<file path="src/rtl/alu_issue_ctrl.sv">
// ALU issue controller: decodes RISC-V ALU/branch fields into the ALU select
// code, drives registered operands into a combinational ALU, and holds the
// captured result on a valid/ready output handshake.
//
// state | meaning
// ------+------------------------------------------------------------
// IDLE  | no op in flight; ready to accept
// ISSUE | operands on the ALU; result captured at the end of the cycle
// HOLD  | result presented; waits for out_ready, can accept the next op
module alu_issue_ctrl #(
   parameter int DATA_W = 33,
   parameter int CNT_W  = 16
) (
   input  logic              clk,
   input  logic              reset,
   input  logic              in_valid,
   output logic              in_ready,
   input  logic [6:0]        opcode,
   input  logic [2:0]        funct3,
   input  logic              funct7_5,
   input  logic [DATA_W-1:0] rs1_val,
   input  logic [DATA_W-1:0] rs2_val,
   input  logic [DATA_W-1:0] imm_val,
   output logic [DATA_W-1:0] ALU_A,
   output logic [DATA_W-1:0] ALU_B,
   output logic [3:0]        ALU_Sel,
   input  logic [DATA_W-1:0] ALU_Result,
   input  logic              ALU_Zero,
   input  logic              ALU_Carry,
   output logic              out_valid,
   input  logic              out_ready,
   output logic [DATA_W-1:0] out_result,
   output logic              out_zero,
   output logic              out_carry,
   output logic              out_taken,
   output logic              out_illegal,
   output logic [CNT_W-1:0]  op_count
);

   localparam logic [6:0] OP_R   = 7'b0110011;
   localparam logic [6:0] OP_I   = 7'b0010011;
   localparam logic [6:0] OP_BR  = 7'b1100011;

   localparam logic [3:0] SEL_AND = 4'b0000;
   localparam logic [3:0] SEL_OR  = 4'b0001;
   localparam logic [3:0] SEL_ADD = 4'b0010;
   localparam logic [3:0] SEL_NOP = 4'b0011;
   localparam logic [3:0] SEL_SUB = 4'b0110;
   localparam logic [3:0] SEL_SLT = 4'b0111;
   localparam logic [3:0] SEL_EQ  = 4'b1111;

   localparam logic [DATA_W-1:0] MSB_MASK = {1'b1, {(DATA_W-1){1'b0}}};
   localparam logic [CNT_W-1:0]  CNT_ONE  = {{(CNT_W-1){1'b0}}, 1'b1};

   typedef enum logic [1:0] {ST_IDLE, ST_ISSUE, ST_HOLD} state_t;

   state_t r_state, w_state_nxt;

   logic              w_in_ready;
   logic              w_accept;
   logic [3:0]        w_sel;
   logic              w_use_imm;
   logic              w_branch;
   logic              w_taken_inv;
   logic              w_illegal;
   logic [DATA_W-1:0] w_flip;
   logic [DATA_W-1:0] w_opnd_b;
   logic [DATA_W-1:0] w_alu_a;
   logic [DATA_W-1:0] w_alu_b;

   logic [DATA_W-1:0] r_alu_a;
   logic [DATA_W-1:0] r_alu_b;
   logic [3:0]        r_alu_sel;
   logic              r_branch;
   logic              r_taken_inv;
   logic              r_illegal;
   logic [CNT_W-1:0]  r_op_count;
   logic              r_out_valid;
   logic [DATA_W-1:0] r_out_result;
   logic              r_out_zero;
   logic              r_out_carry;
   logic              r_out_taken;
   logic              r_out_illegal;

   // Instruction decode into select code and branch/illegal attributes
   always_comb begin
      w_sel       = SEL_NOP;
      w_use_imm   = 1'b0;
      w_branch    = 1'b0;
      w_taken_inv = 1'b0;
      w_illegal   = 1'b1;
      case (opcode)
         OP_R: begin
            w_illegal = 1'b0;
            case (funct3)
               3'b000:  w_sel = funct7_5 ? SEL_SUB : SEL_ADD;
               3'b111:  w_sel = SEL_AND;
               3'b110:  w_sel = SEL_OR;
               3'b010:  w_sel = SEL_SLT;
               default: w_illegal = 1'b1;
            endcase
         end
         OP_I: begin
            w_illegal = 1'b0;
            w_use_imm = 1'b1;
            case (funct3)
               3'b000:  w_sel = SEL_ADD;
               3'b111:  w_sel = SEL_AND;
               3'b110:  w_sel = SEL_OR;
               3'b010:  w_sel = SEL_SLT;
               default: w_illegal = 1'b1;
            endcase
         end
         OP_BR: begin
            w_illegal = 1'b0;
            w_branch  = 1'b1;
            case (funct3)
               3'b000:  w_sel = SEL_EQ;
               3'b001: begin
                  w_sel       = SEL_EQ;
                  w_taken_inv = 1'b1;
               end
               3'b100:  w_sel = SEL_SLT;
               3'b101: begin
                  w_sel       = SEL_SLT;
                  w_taken_inv = 1'b1;
               end
               default: w_illegal = 1'b1;
            endcase
         end
         default: w_illegal = 1'b1;
      endcase
      if (w_illegal) begin
         w_sel       = SEL_NOP;
         w_branch    = 1'b0;
         w_taken_inv = 1'b0;
      end
   end

   // Offset-binary both operands for compares so the unsigned ALU compare is signed
   assign w_flip   = (w_sel == SEL_SLT) ? MSB_MASK : '0;
   assign w_opnd_b = w_use_imm ? imm_val : rs2_val;
   assign w_alu_a  = w_illegal ? '0 : (rs1_val ^ w_flip);
   assign w_alu_b  = w_illegal ? '0 : (w_opnd_b ^ w_flip);

   // State register
   always_ff @(posedge clk or posedge reset) begin
      if (reset) r_state <= ST_IDLE;
      else       r_state <= w_state_nxt;
   end

   // Next-state and input-side ready
   always_comb begin
      w_state_nxt = r_state;
      w_in_ready  = 1'b0;
      case (r_state)
         ST_IDLE: begin
            w_in_ready = 1'b1;
            if (in_valid) w_state_nxt = ST_ISSUE;
         end
         ST_ISSUE: w_state_nxt = ST_HOLD;
         ST_HOLD: begin
            w_in_ready = out_ready;
            if (out_ready) w_state_nxt = in_valid ? ST_ISSUE : ST_IDLE;
         end
         default: w_state_nxt = ST_IDLE;
      endcase
   end

   assign w_accept = in_valid & w_in_ready;

   // Latch decoded operands and attributes on acceptance; count accepted ops
   always_ff @(posedge clk or posedge reset) begin
      if (reset) begin
         r_alu_a     <= '0;
         r_alu_b     <= '0;
         r_alu_sel   <= '0;
         r_branch    <= 1'b0;
         r_taken_inv <= 1'b0;
         r_illegal   <= 1'b0;
         r_op_count  <= '0;
      end else if (w_accept) begin
         r_alu_a     <= w_alu_a;
         r_alu_b     <= w_alu_b;
         r_alu_sel   <= w_sel;
         r_branch    <= w_branch;
         r_taken_inv <= w_taken_inv;
         r_illegal   <= w_illegal;
         r_op_count  <= r_op_count + CNT_ONE;
      end
   end

   // Capture ALU outputs at the end of ISSUE; drop valid when the consumer takes it
   always_ff @(posedge clk or posedge reset) begin
      if (reset) begin
         r_out_valid   <= 1'b0;
         r_out_result  <= '0;
         r_out_zero    <= 1'b0;
         r_out_carry   <= 1'b0;
         r_out_taken   <= 1'b0;
         r_out_illegal <= 1'b0;
      end else if (r_state == ST_ISSUE) begin
         r_out_valid   <= 1'b1;
         r_out_result  <= r_illegal ? '0 : ALU_Result;
         r_out_zero    <= r_illegal ? 1'b1 : ALU_Zero;
         r_out_carry   <= r_illegal ? 1'b0 : ALU_Carry;
         r_out_taken   <= r_branch & (ALU_Result[0] ^ r_taken_inv);
         r_out_illegal <= r_illegal;
      end else if ((r_state == ST_HOLD) && out_ready) begin
         r_out_valid   <= 1'b0;
      end
   end

   assign in_ready    = w_in_ready;
   assign ALU_A       = r_alu_a;
   assign ALU_B       = r_alu_b;
   assign ALU_Sel     = r_alu_sel;
   assign out_valid   = r_out_valid;
   assign out_result  = r_out_result;
   assign out_zero    = r_out_zero;
   assign out_carry   = r_out_carry;
   assign out_taken   = r_out_taken;
   assign out_illegal = r_out_illegal;
   assign op_count    = r_op_count;

endmodule

</file>
<file path="config.mk">
export PLATFORM = sky130hd
export DESIGN_NAME = alu_issue_ctrl
export DESIGN_NICKNAME = d
export VERILOG_FILES = /design/src/rtl/alu_issue_ctrl.sv
export SDC_FILE = /design/constraint.sdc
export NUM_CORES = 1
export LEC_CHECK = 0
export BUFFER_PORTS_ARGS = -buffer_cell sky130_fd_sc_hd__buf_2
export CORE_MARGIN = 2
export CORE_UTILIZATION = 49
export CTS_CLUSTER_DIAMETER = 150
export CTS_CLUSTER_SIZE = 16
export DETAILED_ROUTE_END_ITERATION = 12
export HOLD_SLACK_MARGIN = 0.02
export PLACE_DENSITY = 0.85
export SYNTH_ARGS = -nofsm -noshare
export SYNTH_HDL_FRONTEND = slang
export SYNTH_SLANG_ARGS = --single-unit
</file>
<file path="constraint.sdc">
create_clock -name clk -period 9.9 [get_ports clk]
set_input_delay 0.99 -clock clk [delete_from_list [all_inputs] [get_ports clk]]
set_output_delay 0.99 -clock clk [all_outputs]
set_load 0.01 [all_outputs]
</file>
==> flow_metrics.env <==
export IMPL_clk_pin_slew_ns=0.05
export IMPL_start_util_pct=50.14
export IMPL_antenna_found_initial=2
export IMPL_p_int_w=0.001012
export IMPL_yosys_register_bits=129
export IMPL_required_ns=10.29
export IMPL_seq_area_mm2=0.003228
export IMPL_drive_gt1_share_pct=40.83
export IMPL_p_sw_share_pct=24.64
export IMPL_fin_hold_ws_ns=0.4751
export IMPL_track_usage_pct=24.87
export IMPL_die_w_um=109.1
export IMPL_synth_nets=649
export IMPL_synth_seq_area_share_pct=59.65
export IMPL_dp_cells=883
export IMPL_nFillCells=818
export IMPL_setup_viol=0
export IMPL_cp_end_kind="register"
export IMPL_htreeDepth=4
export IMPL_path_cells="buf_2 -> nand2b_1 -> nand2_2 -> buf_4 -> inv_1 -> o21a_1 -> a22o_1"
export IMPL_final_max_slew_viol_count=0
export IMPL_overflow=0
export IMPL_p_per_area_mw_per_mm2=180.3
export IMPL_holdPathStages=1
export IMPL_crit_buf_inv=3
export IMPL_ff2ff_path_depth=6
export IMPL_slew_headroom_pct=20.64
export IMPL_setup_tns_final_ns=0
export IMPL_synthCells=499
export IMPL_seq_power_share_pct=42.8
export IMPL_cpPeakStageDelay_ns=0.62
export IMPL_dp_hpwl_um=10700
export IMPL_ys_warn_count=0
export IMPL_worst_path_stages=7
export IMPL_drt_vias_per_instance=5.150
export IMPL_cts_sinks=129
export IMPL_first_global_vias=4735
export IMPL_finalPower_w=0.001343
export IMPL_num_vias=4717
export IMPL_areaGrowthSynthToFinish_pct=37.60
export IMPL_cts_buffers=17
export IMPL_die_y_um=109.1
export IMPL_clockPowerShare_pct=46.1
export IMPL_syn_area_per_cell_um2=10.84
export IMPL_dieArea_mm2=0.01190
export IMPL_gp_congestion=0.8640
export IMPL_clockBufferDepth=2
export IMPL_cp_max_fo=74
export IMPL_finalNonFillerCells=916
export IMPL_fin_util_pct=68.99
export IMPL_tightest_slew_ns=1.190
export IMPL_hold_buffers=0
export IMPL_insertion_delay_ns=0.51
export IMPL_ios=274
export IMPL_grt_setup_unrepaired="false"
export IMPL_cts_tree="done"
export IMPL_ir_worst_vdd_mv=0.09383
export IMPL_drc=0
export IMPL_cp_start_kind="input port"
export IMPL_pwr_share_comb_pct=11.1
export IMPL_multi_input_area_mm2=0.002042
export IMPL_postCtsSetupBuffers=0
export IMPL_port_buffers=273
export IMPL_cp_top_family="buffers and inverters"
export IMPL_root_buffer="clkbuf_8"
export IMPL_cts_repair_resized=0
export IMPL_final_cell_mix="buf_2 (273), dfrtp_1 (129), nand2_1 (92), o21ai_0 (72), nand2b_1 (36)"
export IMPL_status="finished clean"
export IMPL_fmax_ghz=0.3399
export IMPL_rows=38
export IMPL_hold_path_class="register to register"
export IMPL_p_sw_w=0.0003309
export IMPL_arrival_ns=3.33
export IMPL_synth_cell_type_count=36
export IMPL_drt_initial_drc_count=294
export IMPL_detail_route_antenna_nets=0
export IMPL_post_route_period_util_pct=29.71
export IMPL_design_core_area_mm2=0.01079
export IMPL_finalCriticalPeriod_ns=2.942
export IMPL_finalClockSkew_ns=0.009329
export IMPL_grt_max_degree=77
export IMPL_fin_nets=912
export IMPL_path_class="input port to register"
export IMPL_maxCapViolCount=0
export IMPL_synth_area_mm2=0.005411
export IMPL_grt_pass1_wl_um=22490
export IMPL_cp_slowest_cell="o21a_1"
export IMPL_totalWireLength_um=14740
export IMPL_drt_wirelength_per_cell_um=16.09
export IMPL_hold_violations=0
export IMPL_drtPass1Iterations=6
export IMPL_leakage_nw=4.176
export IMPL_final_common_cell="buf_2"
==> worst register-to-register path, cell delays in order, from the launching register on <==
cell and delay, ns:
dfrtp_1 0.43, nor2b_1 0.24, nand2_2 0.07, buf_4 0.33
inv_1 0.38, o21a_1 0.98, a22o_1 0.28
==> registers in the layout (all words and copies together), names as in the netlist, 2 cells and up <==
signal,flops
ALU_Sel,4
ALU_A,33
op_count,16
ALU_B,33
r_state,2
out_result,33
==> Yosys cell counts <==
library cell  instances  area [µm²]
a2111o_1              1       11.26
nor2_1               14       52.55
mux2i_1              33       330.3
a31oi_1               1       6.260
nand2_1              93       349.1
inv_1                 5       18.77
ha_1                  1       12.51
buf_2                 4       20.02
or3b_1                1       8.760
xnor2_1              12       105.1
o21ai_1               3       15.01
nand2b_1             37       231.5
and2_1                1       6.260
a22o_1               32       280.3
nor4b_1               1       8.760
nor3_1                3       15.01
xor2_1                6       52.55
clkbuf_1             24       90.09
mux2_2                1       11.26
nand4_1               5       31.28
nand4_2               1       12.51
o21ai_0              72       360.4
or4_4                 1       11.26
nor3_2                1       10.01
or2_4                 1       8.760
nand3b_1              1       7.510
or2_1                 1       6.260
or3_1                 1       6.260
nand3_1               1       5.000
o221ai_1              1       8.760
buf_4                 3       22.52
o21a_1                1       7.510
nor2b_1               2       12.51
dfrtp_1             129        3228
a21oi_1               4       20.02
nand4bb_4             1       27.53
==> worst paths after layout <==
check	slack, ns	endpoint	from
max	6.96	ALU_A[28]	out_ready
max in group asynchronous	7.88	ALU_B[31]	reset
max reg2reg	7.13	ALU_A[28]	r_state[0]
min in group asynchronous	0.58	out_result[7]	reset
min reg2reg	0.48	op_count[15]	op_count[15]
min	0.48	op_count[15]	op_count[15]
==> power groups by stage <==
stage / clock network, W / logic (W) / registers (W)
detailed placement: 0 / 0.000150 / 0.000583
floorplan: 0 / 0.0000685 / 0.000589
global placement: 0 / 0.000145 / 0.000581
global route: 0.000654 / 0.000167 / 0.000578
finish: 0.000619 / 0.000149 / 0.000575
CTS: 0.000630 / 0.000151 / 0.000574
==> per-stage QoR <==
step / instance area, µm² / setup slack [ns]
2_1_floorplan: 5411 / 5.469
5_1_grt: 7446 / 6.749
3_5_place_dp: 6848 / 6.433
3_3_place_gp: 6848 / 6.555
4_1_cts: 7441 / 6.962
6_report: 7446 / 6.958
==> final cells by class <==
cell class              count  share of cell area (%)
diodes                      2                 0.06722
clock buffers              21                   6.167
clock inverters            10                   1.798
inverters                   5                  0.2857
flip-flops and latches    129                   43.35
well taps                 140                   2.353
multi-input cells         334                   27.42
repair buffers            275                   18.55
==> logic make-up (layout without fill, tap and decap cells) <==
| family | count (synthesis) | count (layout) | synth area share (%) |
|---|---|---|---|
| XOR/XNOR | 18 | 18 | 2.913 |
| flip-flops | 129 | 129 | 59.65 |
| multiplexers | 34 | 34 | 6.312 |
| adder cells (fa/ha/maj) | 1 | 1 | 0.2312 |
| other | 0 | 2 | 0 |
| AND/OR/NAND/NOR | 166 | 166 | 14.98 |
| buffers and inverters | 36 | 311 | 2.798 |
| AO/OA/AOI/OAI | 115 | 115 | 13.11 |
==> routing by layer <==
layer / track usage, % / routed length [µm] / vias to the layer above
li1: - / - / 2231
met5: 0 / 0 / -
met3: 8.308 / 1278 / 30
met1: 28.22 / 5549 / 2235
met2: 42.46 / 7538 / 221
met4: 11.26 / 369 / 0
Note: power is estimated with default switching activity, not from simulation.
